### config.mk
export PLATFORM = sky130hd
export DESIGN_NAME = initiator_port
export DESIGN_NICKNAME = d
export VERILOG_FILES = /design/src/rtl/initiator_port.sv
export SDC_FILE = /design/constraint.sdc
export NUM_CORES = 1
export LEC_CHECK = 0
export BUFFER_PORTS_ARGS = -buffer_cell sky130_fd_sc_hd__buf_2
export CAP_MARGIN = 30
export CORE_MARGIN = 10
export CORE_UTILIZATION = 47
export DETAILED_ROUTE_END_ITERATION = 16
export PLACE_DENSITY_LB_ADDON = 0.1
export RECOVER_POWER = 25
export SYNTH_ARGS = -nofsm -noshare
export SYNTH_HDL_FRONTEND = slang
export SYNTH_SLANG_ARGS = --single-unit
### constraint.sdc
create_clock -name clk -period 2.8 [get_ports clk]
set_input_delay 0.28 -clock clk [delete_from_list [all_inputs] [get_ports clk]]
set_output_delay 0.28 -clock clk [all_outputs]
set_load 0.005 [all_outputs]
### src/rtl/initiator_port.sv
// Bus-side serialiser/deserialiser for the initiator.
// Captures address and write data at grant and shifts them onto the 1-bit bus
// LSB first. Assembles serial read data into bytes. Passes the request, grant,
// ack and split handshakes straight through.
module initiator_port #(
  parameter int ADDR_WIDTH = 16,
  parameter int DATA_WIDTH = 8
) (
  input  logic                  clk,
  input  logic                  rst_n,
  input  logic                  init_req,
  input  logic [ADDR_WIDTH-1:0] init_addr_in,
  input  logic                  init_addr_in_valid,
  input  logic [DATA_WIDTH-1:0] init_data_in,
  input  logic                  init_data_in_valid,
  input  logic                  init_rw,
  output logic                  init_grant,
  output logic                  init_ack,
  output logic                  init_split_ack,
  output logic [DATA_WIDTH-1:0] init_data_out,
  output logic                  init_data_out_valid,
  output logic                  bus_req,
  input  logic                  bus_grant,
  input  logic                  bus_ack,
  input  logic                  bus_split,
  output logic                  bus_out,
  output logic                  bus_out_valid,
  output logic                  bus_mode,
  output logic                  bus_rw,
  input  logic                  bus_in,
  input  logic                  bus_in_valid
);

  typedef enum logic [1:0] {
    IDLE = 2'd0,
    ADDR = 2'd1,
    DATA = 2'd2
  } tx_state_e;

  // The TX counter holds the number of bits already driven in the current phase.
  localparam int CNT_W       = $clog2(ADDR_WIDTH + 1);
  localparam int RX_CNT_W    = $clog2(DATA_WIDTH);
  // Write data may trail the address by up to this many cycles.
  localparam int LATE_WINDOW = 8;

  localparam logic [CNT_W-1:0]    ADDR_LAST = CNT_W'(ADDR_WIDTH);
  localparam logic [CNT_W-1:0]    DATA_LAST = CNT_W'(DATA_WIDTH);
  localparam logic [CNT_W-1:0]    LATE_LAST = CNT_W'(LATE_WINDOW);
  localparam logic [RX_CNT_W-1:0] RX_LAST   = RX_CNT_W'(DATA_WIDTH - 1);

  tx_state_e             state_q;
  logic [CNT_W-1:0]      tx_cnt_q;
  logic [ADDR_WIDTH-1:0] addr_sh_q;
  logic [DATA_WIDTH-1:0] data_q;
  logic                  has_data_q;
  logic                  bus_out_q;
  logic                  bus_out_valid_q;
  logic                  bus_mode_q;
  logic                  bus_rw_q;

  logic [DATA_WIDTH-2:0] rx_sh_q;
  logic [RX_CNT_W-1:0]   rx_cnt_q;
  logic [DATA_WIDTH-1:0] rx_data_q;
  logic                  rx_valid_q;

  logic capture;
  logic frame_stop;
  logic late_data;

  // Handshakes are pure wires between initiator and bus.
  assign bus_req        = init_req;
  assign init_grant     = bus_grant;
  assign init_ack       = bus_ack;
  assign init_split_ack = bus_split;

  assign bus_out             = bus_out_q;
  assign bus_out_valid       = bus_out_valid_q;
  assign bus_mode            = bus_mode_q;
  assign bus_rw              = bus_rw_q;
  assign init_data_out       = rx_data_q;
  assign init_data_out_valid = rx_valid_q;

  // Frame control decisions: capture, late write data, and end/abort of a frame.
  always_comb begin
    // NOTE: every signal gets a default before the case so no latch is inferred.
    capture    = 1'b0;
    frame_stop = 1'b0;
    late_data  = 1'b0;
    case (state_q)
      IDLE: capture = bus_grant && init_addr_in_valid;
      ADDR: begin
        // Lost grant aborts; a read (or write with no data) ends after the address.
        frame_stop = !bus_grant || (tx_cnt_q == ADDR_LAST && !has_data_q);
        late_data  = bus_grant && bus_rw_q && !has_data_q && init_data_in_valid &&
                     (tx_cnt_q <= LATE_LAST);
      end
      // The last data bit is already on the wire, so it completes even if grant drops.
      DATA:    frame_stop = !bus_grant || (tx_cnt_q == DATA_LAST);
      default: frame_stop = 1'b1;
    endcase
  end

  // TX FSM: IDLE -> ADDR -> DATA -> IDLE with registered serial outputs.
  always_ff @(posedge clk or negedge rst_n) begin
    // NOTE: the address/data shift registers are reset too, so no stale frame
    // contents survive a reset.
    if (!rst_n) begin
      state_q         <= IDLE;
      tx_cnt_q        <= '0;
      addr_sh_q       <= '0;
      data_q          <= '0;
      has_data_q      <= 1'b0;
      bus_out_q       <= 1'b0;
      bus_out_valid_q <= 1'b0;
      bus_mode_q      <= 1'b0;
      bus_rw_q        <= 1'b0;
    end else if (frame_stop) begin
      state_q         <= IDLE;
      tx_cnt_q        <= '0;
      has_data_q      <= 1'b0;
      bus_out_q       <= 1'b0;
      bus_out_valid_q <= 1'b0;
      bus_mode_q      <= 1'b0;
    end else begin
      // NOTE: state registers use non-blocking assignments so every flop samples
      // the pre-edge values regardless of statement order.
      case (state_q)
        IDLE: begin
          if (capture) begin
            state_q         <= ADDR;
            tx_cnt_q        <= CNT_W'(1);
            addr_sh_q       <= init_addr_in >> 1;
            bus_out_q       <= init_addr_in[0];
            bus_out_valid_q <= 1'b1;
            bus_mode_q      <= 1'b0;
            bus_rw_q        <= init_rw;
            has_data_q      <= init_rw && init_data_in_valid;
            if (init_rw && init_data_in_valid) begin
              data_q <= init_data_in;
            end
          end
        end
        ADDR: begin
          if (tx_cnt_q == ADDR_LAST) begin
            // Only reached with data pending; reads stop via frame_stop.
            state_q    <= DATA;
            tx_cnt_q   <= CNT_W'(1);
            bus_out_q  <= data_q[0];
            data_q     <= data_q >> 1;
            bus_mode_q <= 1'b1;
          end else begin
            bus_out_q <= addr_sh_q[0];
            addr_sh_q <= addr_sh_q >> 1;
            tx_cnt_q  <= tx_cnt_q + CNT_W'(1);
            if (late_data) begin
              data_q     <= init_data_in;
              has_data_q <= 1'b1;
            end
          end
        end
        DATA: begin
          bus_out_q <= data_q[0];
          data_q    <= data_q >> 1;
          tx_cnt_q  <= tx_cnt_q + CNT_W'(1);
        end
        default: state_q <= IDLE;
      endcase
    end
  end

  // RX: shift serial bits in LSB first and publish each completed byte for one cycle.
  always_ff @(posedge clk or negedge rst_n) begin
    if (!rst_n) begin
      rx_sh_q    <= '0;
      rx_cnt_q   <= '0;
      rx_data_q  <= '0;
      rx_valid_q <= 1'b0;
    end else begin
      rx_valid_q <= 1'b0;
      if (bus_in_valid) begin
        if (rx_cnt_q == RX_LAST) begin
          rx_data_q  <= {bus_in, rx_sh_q};
          rx_valid_q <= 1'b1;
          rx_cnt_q   <= '0;
        end else begin
          rx_sh_q  <= {bus_in, rx_sh_q[DATA_WIDTH-2:1]};
          rx_cnt_q <= rx_cnt_q + RX_CNT_W'(1);
        end
      end
    end
  end

endmodule

==> results_dict.tcl, run 1 <==
set metrics [dict create \
    worst_pin_slew_ns 1.30 \
    design.die.area_sq_mm 0.00925 \
    finalPower_mw 3.56 \
    die_x_um 96.2 \
    pwr-share-clk 0.152 \
    vias 1882 \
    io_pins 52 \
    max_freq_ghz 0.448 \
    netSwitchingFraction 0.365 \
    syn_to_final_growth_pct 14.0 \
    rrSetupSlack_ns 0.57 \
    ys_seq_area_frac 0.495 \
    clk_path_buf_depth 2 \
    synth-seq-cells 54 \
    insertion_delay_ns 0.31 \
    core_area_sq_mm 0.00557 \
    grt_pass1_vias 1937 \
    finalSetupTns_ns 0 \
    grt_overflow 0 \
    cts_tree "done" \
    ctsResizeCount 0 \
    yosysUniqueCellTypes 40 \
    yosys-top-cells-area "dfrtp_1, mux2_2, mux2_4" \
    grt_max_degree 55 \
    status "complete, no violations" \
    path_class "reg2reg" \
    dr.pass1.iters 5 \
    synth_top_family_by_area "multiplexers" \
    syn_inst 234 \
    wl_mm 5.61 \
    drc 0 \
    hold-path-cell-count 3 \
    period_share 0.798 \
    required_ns 3.00 \
    min_period_ns 2.23 \
    intPower_mw 2.26 \
    arrival_ns 2.43 \
    htreeDepth 2 \
    cts_setup_buffers 0 \
    grt_pass1_wl_mm 9.34 \
    rsz0062_at_grt "false" \
    syn_nets 278 \
    antenna_found_initial 0 \
    startpoint "state_q[0]" \
    portBuffers 45 \
    hold_buffers 0 \
    skew_ns 0.00763 \
    finalHoldViolCount 0 \
    critPathCaptureType "flop" \
    cts_buffers 5 \
    ir_drop_uv 649 \
    finalCoreUtilization 0.558 \
    yosys.area.top_type "dfrtp_1" \
    seq_power_share 0.367 \
    r2r_cells 6 \
    die_h_um 96.2 \
    root_buffer "clkbuf_8" \
    ant_nets 0 \
    rows 27 \
    min_from "init_data_in[7]" \
    routabilityCongestion 0.870 \
    grt_use_total 0.125 \
    met1_usage 0.172 \
    regToRegStartpoint "state_q[0]" \
    dpl.hpwl_mm 4.00 \
    cts.sinks 54 \
    power.density_mw_per_mm2 1150 \
    syn_area_per_cell_sq_um 11.7 \
    drt_iter0_markers 62 \
    routed_via_density 5.39 \
    leakage_nw 1.45 \
    wire_per_inst_um 16.1 \
    synth-warning-count 0 \
    use_met3 0.0381 \
    grt_busiest_layer "met2" \
    cts.clk_slew.worst_paths_ns 0.10 \
    slew_violations 0 \
    fillers 507 \
    min_path_type "in2reg" \
    hold_end "data_q[7]" \
    antenna_cells 0 \
    maxCapViolations 0 \
    drive_gt1_frac 0.368 \
    synth_area_sq_mm 0.00273 \
    r2r-end "addr_sh_q[2]" \
    relSlewSlack 0.132 \
    synth_top_area_share 0.495 \
    setup_viol_count_final 0 \
    path_max_fanout 15 \
    yosys.area_share.xor_xnor 0 \
    switching_power_mw 1.30 \
    yosys.area_share.simple 0.0880 \
    synth_mux_area_frac 0.207 \
    combPwrFrac 0.480 \
    synth-adder-area-share 0.0413 \
    critPathLaunchType "flop" \
    fin_nets 320 \
    synth_compound_area_frac 0.127 \
    initial_core_util 0.490 \
    use_met2 0.187 \
]
power groups by stage:
stage | clock network [mW] | registers, mW | logic [mW]
global route | 0.587 | 1.36 | 1.91
detailed placement | 0 | 1.32 | 1.73
global placement | 0 | 1.32 | 1.71
finish | 0.542 | 1.31 | 1.71
CTS | 0.556 | 1.31 | 1.74
floorplan | 0 | 1.28 | 1.35
placed cells by master, fill, tap and decap left out, types with 2 or more instances in the layout:
master	instances
a21oi_1	11
o21ai_1	4
buf_4	3
a22oi_1	8
nand3_1	3
a311oi_1	2
nor4_1	2
o21ai_0	16
ha_1	9
nor2_1	12
nand2b_1	3
nor2b_1	2
clkbuf_8	5
nor3_1	6
dfrtp_1	54
mux2_1	5
inv_1	9
a211oi_1	3
buf_2	45
mux2_2	31
nand2_1	13
mux2_4	10
flip-flops by register name (all words and copies together), names as in the netlist:
| name | count |
|---|---|
| init_data_out | 8 |
| has_data_q | 1 |
| state_q | 2 |
| data_q | 8 |
| rx_sh_q | 7 |
| bus_rw | 1 |
| bus_out_valid | 1 |
| bus_mode | 1 |
| bus_out | 1 |
| init_data_out_valid | 1 |
| rx_cnt_q | 3 |
| addr_sh_q | 15 |
| tx_cnt_q | 5 |
cell families after synthesis:
group                    after synthesis
multiplexers                          47
adder cells (fa/ha/maj)                9
AO/OA/AOI/OAI                         54
flip-flops                            54
AND/OR/NAND/NOR                       47
buffers and inverters                 23
worst max-delay path by stage:
stage	to	slack, ns	cells after the start
after global routing	data_q[1]	0.35	6
final	addr_sh_q[2]	0.57	6
after floorplan	addr_sh_q[10]	0.70	7
after CTS	addr_sh_q[0]	0.56	6
after detailed placement	addr_sh_q[0]	0.57	6
after global placement	addr_sh_q[0]	0.59	6
metal layers:
metal / up-vias / routed length (um)
met5: - / 0
met4: 0 / 41
met3: 4 / 357
met2: 45 / 2490
met1: 907 / 2720
li1: 926 / -
through the flow:
stage	hold slack [ns]	instances	cell area, sq um	setup WS [ns]
2_1_floorplan	-0.0156	234	2730	0.704
3_3_place_gp	0.454	341	3000	0.594
3_5_place_dp	0.456	341	3000	0.566
4_1_cts	0.112	349	3110	0.559
5_1_grt	0.198	349	3110	0.350
6_report	0.204	349	3110	0.566
area by class of cell:
cell class | count | area [sq um] | share of cell area
Tap cell | 72 | 90.1 | 0.0290
Inverter | 9 | 33.8 | 0.0109
Clock inverter | 3 | 47.5 | 0.0153
Timing Repair Buffer | 49 | 253 | 0.0813
Sequential cell | 54 | 1350 | 0.434
Multi-Input combinational cell | 157 | 1270 | 0.407
Clock buffer | 5 | 68.8 | 0.0221
Yosys cell counts (all sizes together):
cell type  number
a211o           1
a211oi          3
a21bo           1
a21boi          1
a21oi          11
a221oi          1
a22oi           8
a311o           1
a311oi          2
a31oi           1
and4bb          1
buf             7
clkbuf          7
dfrtp          54
ha              9
inv             9
mux2           46
mux2i           1
nand2          13
nand2b          3
nand3           3
nand3b          1
nand4           1
nand4b          1
nand4bb         1
nor2           12
nor2b           2
nor3            6
nor4            2
o21a            1
o21ai          20
o22ai           1
o311a           1
o31a            1
or2             1
critical path, cell delays in order (launching register included):
cell and delay (ns):
dfrtp_1 0.44, inv_1 0.09, ha_1 0.39, nand2_1 0.10
o31a_1 0.33, a211o_4 0.44, mux2_1 0.34
Power figures use the tool's default switching activity.
==> run 2, diff against run 1 <==
Clock period 2.8 ns to 1.94 ns, I/O delays scaled along.
==> results_dict.tcl, run 2 (synthesized netlist as in run 1, its figures left out) <==
set metrics [dict create \
    insertion_delay_ns 0.31 \
    required_ns 2.14 \
    finalHoldViolCount 0 \
    portBuffers 45 \
    relSlewSlack 0.706 \
    r2r_cells 6 \
    critPathCaptureType "flop" \
    rsz0062_at_grt "true" \
    ant_nets 0 \
    finalCoreUtilization 0.628 \
    antenna_found_initial 0 \
    min_path_type "in2reg" \
    violations "setup timing" \
    wire_per_inst_um 16.3 \
    initial_core_util 0.490 \
    drive_gt1_frac 0.515 \
    root_buffer "clkbuf_8" \
    rrSetupSlack_ns -0.06 \
    die_x_um 96.2 \
    die_h_um 96.2 \
    period_share 1.03 \
    worst_pin_slew_ns 0.442 \
    maxCapViolations 0 \
    fin_nets 344 \
    cts_buffers 5 \
    fillers 474 \
    finalSetupTns_ns -0.795 \
    grt_overflow 0 \
    leakage_nw 1.63 \
    critPathLaunchType "flop" \
    routabilityCongestion 0.799 \
    grt_pass1_vias 2151 \
    layout_setup_ws_ns -0.0626 \
    dp_slack_ns -0.0631 \
    arrival_ns 2.20 \
    wl_mm 6.08 \
    regMostFlops "addr_sh_q" \
    clk_path_buf_depth 2 \
    path_class "reg2reg" \
    dr.pass1.iters 4 \
    htreeDepth 2 \
    layout.cells.most_common "dfrtp_1" \
    vias 2003 \
    drt_iter0_markers 74 \
    io_pins 52 \
    core_area_sq_mm 0.00557 \
    status "finished, violations left" \
    ir_drop_uv 899 \
    routed_via_density 5.37 \
    dpl.hpwl_mm 4.25 \
    cts_tree "done" \
    skew_ns 0.00660 \
    drc 0 \
    power.density_mw_per_mm2 1770 \
    path_max_fanout 8 \
    grt_pass1_wl_mm 10.1 \
    cts.clk_slew.worst_paths_ns 0.10 \
    antenna_cells 0 \
    syn_to_final_growth_pct 28.3 \
    layout_common_cells "dfrtp_1, buf_2, mux2_2" \
    grt_max_degree 39 \
    largest_reg_flops 15 \
    cts.sinks 54 \
    min_period_ns 2.00 \
    slew_violations 0 \
    max_freq_ghz 0.499 \
    design.die.area_sq_mm 0.00925 \
    hold-path-cell-count 3 \
    grt_use_total 0.136 \
    rows 27 \
    setup_viol_count_final 16 \
]
[run 2: cell count changes in the layout (fill, tap and decap cells not counted), sizes merged]
cell         change
buf             +23
a211o            +1
bufinv           +1
clkinv           -1
dlygate4sd3      +1
inv              -1
[run 2: final cells by class]
type	count	area [sq um]	area share
Multi-Input combinational cell	158	1420	0.406
Sequential cell	54	1350	0.386
Timing Repair Buffer	72	463	0.132
Tap cell	72	90.1	0.0257
Clock buffer	6	82.6	0.0236
Clock inverter	2	60.1	0.0171
Inverter	9	33.8	0.00965
[run 2: where the power goes]
part           total (mW)  internal (mW)  switching [mW]  leakage [nW]
registers            1.88           1.61           0.269         0.672
clock network       0.921          0.550           0.370        0.0714
logic                3.41           1.85            1.56         0.890
[run 2: final timing paths]
kind,to,from
max,addr_sh_q[7],state_q[1]
min,data_q[7],init_data_in[7]
max reg2reg,addr_sh_q[7],state_q[1]
min reg2reg,rx_cnt_q[0],rx_cnt_q[0]
max in group asynchronous,tx_cnt_q[3],rst_n
min in group asynchronous,has_data_q,rst_n
[run 2: layer usage]
metal | vias to the layer above | global-route usage | routed length, um
met5 | - | 0 | 0
li1 | 979 | - | -
met3 | 8 | 0.0412 | 360
met1 | 982 | 0.174 | 2810
met4 | 0 | 0.0418 | 72
met2 | 34 | 0.216 | 2840
[run 2: what timing repair did]
item | in CTS | in global routing
pin swaps | 0 | 13
hold buffers | 1 | 0
endpoints found under the hold margin | 16 | 0
setup endpoints to repair | 24 | 27
resized for setup | 18 | 27
gates cloned | 1 | 0
buffers inserted | 0 | 2
[run 2: per-stage QoR]
stage	hold slack [ns]	cells	area [sq um]	power [mW]
after global placement	0.159	361	3190	4.76
final	0.127	373	3500	6.21
after floorplan	-0.102	234	2750	3.87
after CTS	0.107	371	3400	5.96
after global routing	0.136	373	3500	6.65
after detailed placement	0.164	361	3190	4.81
[run 2: worst max-delay path: stages (launching register included)]
cell	delay, ns
dfrtp_1	0.39
inv_2	0.07
ha_4	0.28
nand2_2	0.06
o31a_1	0.40
a211o_4	0.38
mux2_4	0.32
==> run 3, diff against run 2 <==
--- a/config.mk
+++ b/config.mk
@@ -11,5 +11,5 @@
 export CORE_UTILIZATION = 47
 export DETAILED_ROUTE_END_ITERATION = 16
-export PLACE_DENSITY_LB_ADDON = 0.1
+export PLACE_DENSITY_LB_ADDON = 0.05
 export RECOVER_POWER = 25
 export SYNTH_ARGS = -nofsm -noshare
==> constraint.sdc (replaced) <==
create_clock -name clk -period 1.94 [get_ports clk]
set_input_delay 0.194 -clock clk [delete_from_list [all_inputs] [get_ports clk]]
set_output_delay 0.194 -clock clk [all_outputs]
set_load 0.02 [all_outputs]
==> results_dict.tcl, run 3 (synthesized netlist as in run 1, its figures left out) <==
set metrics [dict create \
    dpl.hpwl_mm 4.14 \
    rrSetupSlack_ns -0.03 \
    whs_ns 0.104 \
    design.die.area_sq_mm 0.00925 \
    layout_common_cells "dfrtp_1, buf_2, mux2_2" \
    skew_ns 0.00442 \
    grt_pass1_wl_mm 9.55 \
    cts_buffers 5 \
    cts.clk_slew.worst_paths_ns 0.10 \
    core_area_sq_mm 0.00557 \
    insertion_delay_ns 0.31 \
    power.density_mw_per_mm2 1720 \
    portBuffers 45 \
    cts.sinks 54 \
    slew_violations 0 \
    initial_core_util 0.490 \
    min_path_type "in2reg" \
    path_class "reg2reg" \
    finalHoldViolCount 0 \
    grt_max_degree 55 \
    grt_pass1_vias 2005 \
    arrival_ns 2.17 \
    die_x_um 96.2 \
    path_max_fanout 8 \
    final_cells 375 \
    violations "setup timing" \
    critPathCaptureType "flop" \
    seq_area_sq_mm 0.00135 \
    leakage_nw 1.59 \
    cts_tree "done" \
    dp_slack_ns -0.0758 \
    rsz0062_at_grt "true" \
    min_period_ns 1.97 \
    largest_reg_flops 15 \
    drt_iter0_markers 68 \
    period_share 1.01 \
    layout.cells.most_common "dfrtp_1" \
    hold_buffers 0 \
    worst_pin_slew_ns 1.32 \
    htreeDepth 2 \
    grt_overflow 0 \
    multi_input_comb_area_sq_mm 0.00139 \
    drive_gt1_frac 0.485 \
    critPathLaunchType "flop" \
    r2r-end "addr_sh_q[11]" \
    antenna_found_initial 0 \
    dp.cells 363 \
    finalSetupTns_ns -0.262 \
    routed_via_density 5.37 \
    fillers 488 \
    layout_setup_ws_ns -0.0275 \
    ir_drop_uv 802 \
    dr.pass1.iters 4 \
    finalCoreUtilization 0.610 \
    startpoint "state_q[1]" \
    status "finished, violations left" \
    relSlewSlack 0.120 \
    r2r_cells 6 \
    place_area_sq_mm 0.00318 \
    setup_viol_count_final 17 \
    finalPower_mw 5.85 \
    drc 0 \
    ant_nets 0 \
    wl_mm 5.96 \
    fin_area_sq_mm 0.00340 \
    wire_per_inst_um 15.9 \
    rows 27 \
    syn_to_final_growth_pct 24.6 \
    antenna_cells 0 \
    clk_path_buf_depth 2 \
    regMostFlops "addr_sh_q" \
    vias 2012 \
    fin_nets 346 \
    required_ns 2.14 \
    maxCapViolations 0 \
    root_buffer "clkbuf_8" \
    io_pins 52 \
    routabilityCongestion 0.827 \
    max_freq_ghz 0.508 \
    die_h_um 96.2 \
    grt_use_total 0.128 \
    endpoint "addr_sh_q[11]" \
    regToRegStartpoint "state_q[1]" \
]
==> run 3: final cells by class <==
type                       count  area share
multi-input combinational    158       0.408
clock inverter                 3     0.00846
clock buffer                   5      0.0202
tap                           72      0.0265
sequential                    54       0.398
timing repair buffer          74       0.130
inverter                       9     0.00993
==> run 3: worst max-delay path, stage by stage (launching register included) <==
cell and delay, ns:
dfrtp_2 0.42, inv_2 0.06, ha_4 0.28, nand2_2 0.05
o31a_1 0.36, a211o_4 0.37, mux2_4 0.31
==> run 3: power by group <==
part           internal, mW  switching (mW)  leakage, nW  total (mW)
logic                  1.75            1.56        0.868        3.31
clock network         0.268           0.396       0.0502       0.665
registers              1.61           0.260        0.670        1.87
total                  3.63            2.22         1.59        5.85
==> run 3: worst min path at each step <==
stage	startpoint	end	cells after the start
global route	init_data_in[7]	data_q[7]	3
floorplan	rst_n	addr_sh_q[0]	0
finish	init_data_in[7]	data_q[7]	3
detailed placement	rst_n	data_q[1]	2
CTS	rst_n	data_q[3]	2
global placement	rst_n	data_q[2]	2
==> run 3: what timing repair did <==
item,4_1_cts,5_1_grt
cloned,1,0
pin swaps,5,4
resized for setup,14,12
endpoints found under the setup margin,20,28
buffers inserted,1,2
==> run 3: layer usage <==
layer	global-route usage	vias to the layer above	share of wire
li1	-	979	-
met1	0.166	978	0.47
met2	0.207	48	0.46
met3	0.0342	7	0.060
met4	0.0332	0	0.0079
met5	0	-	0
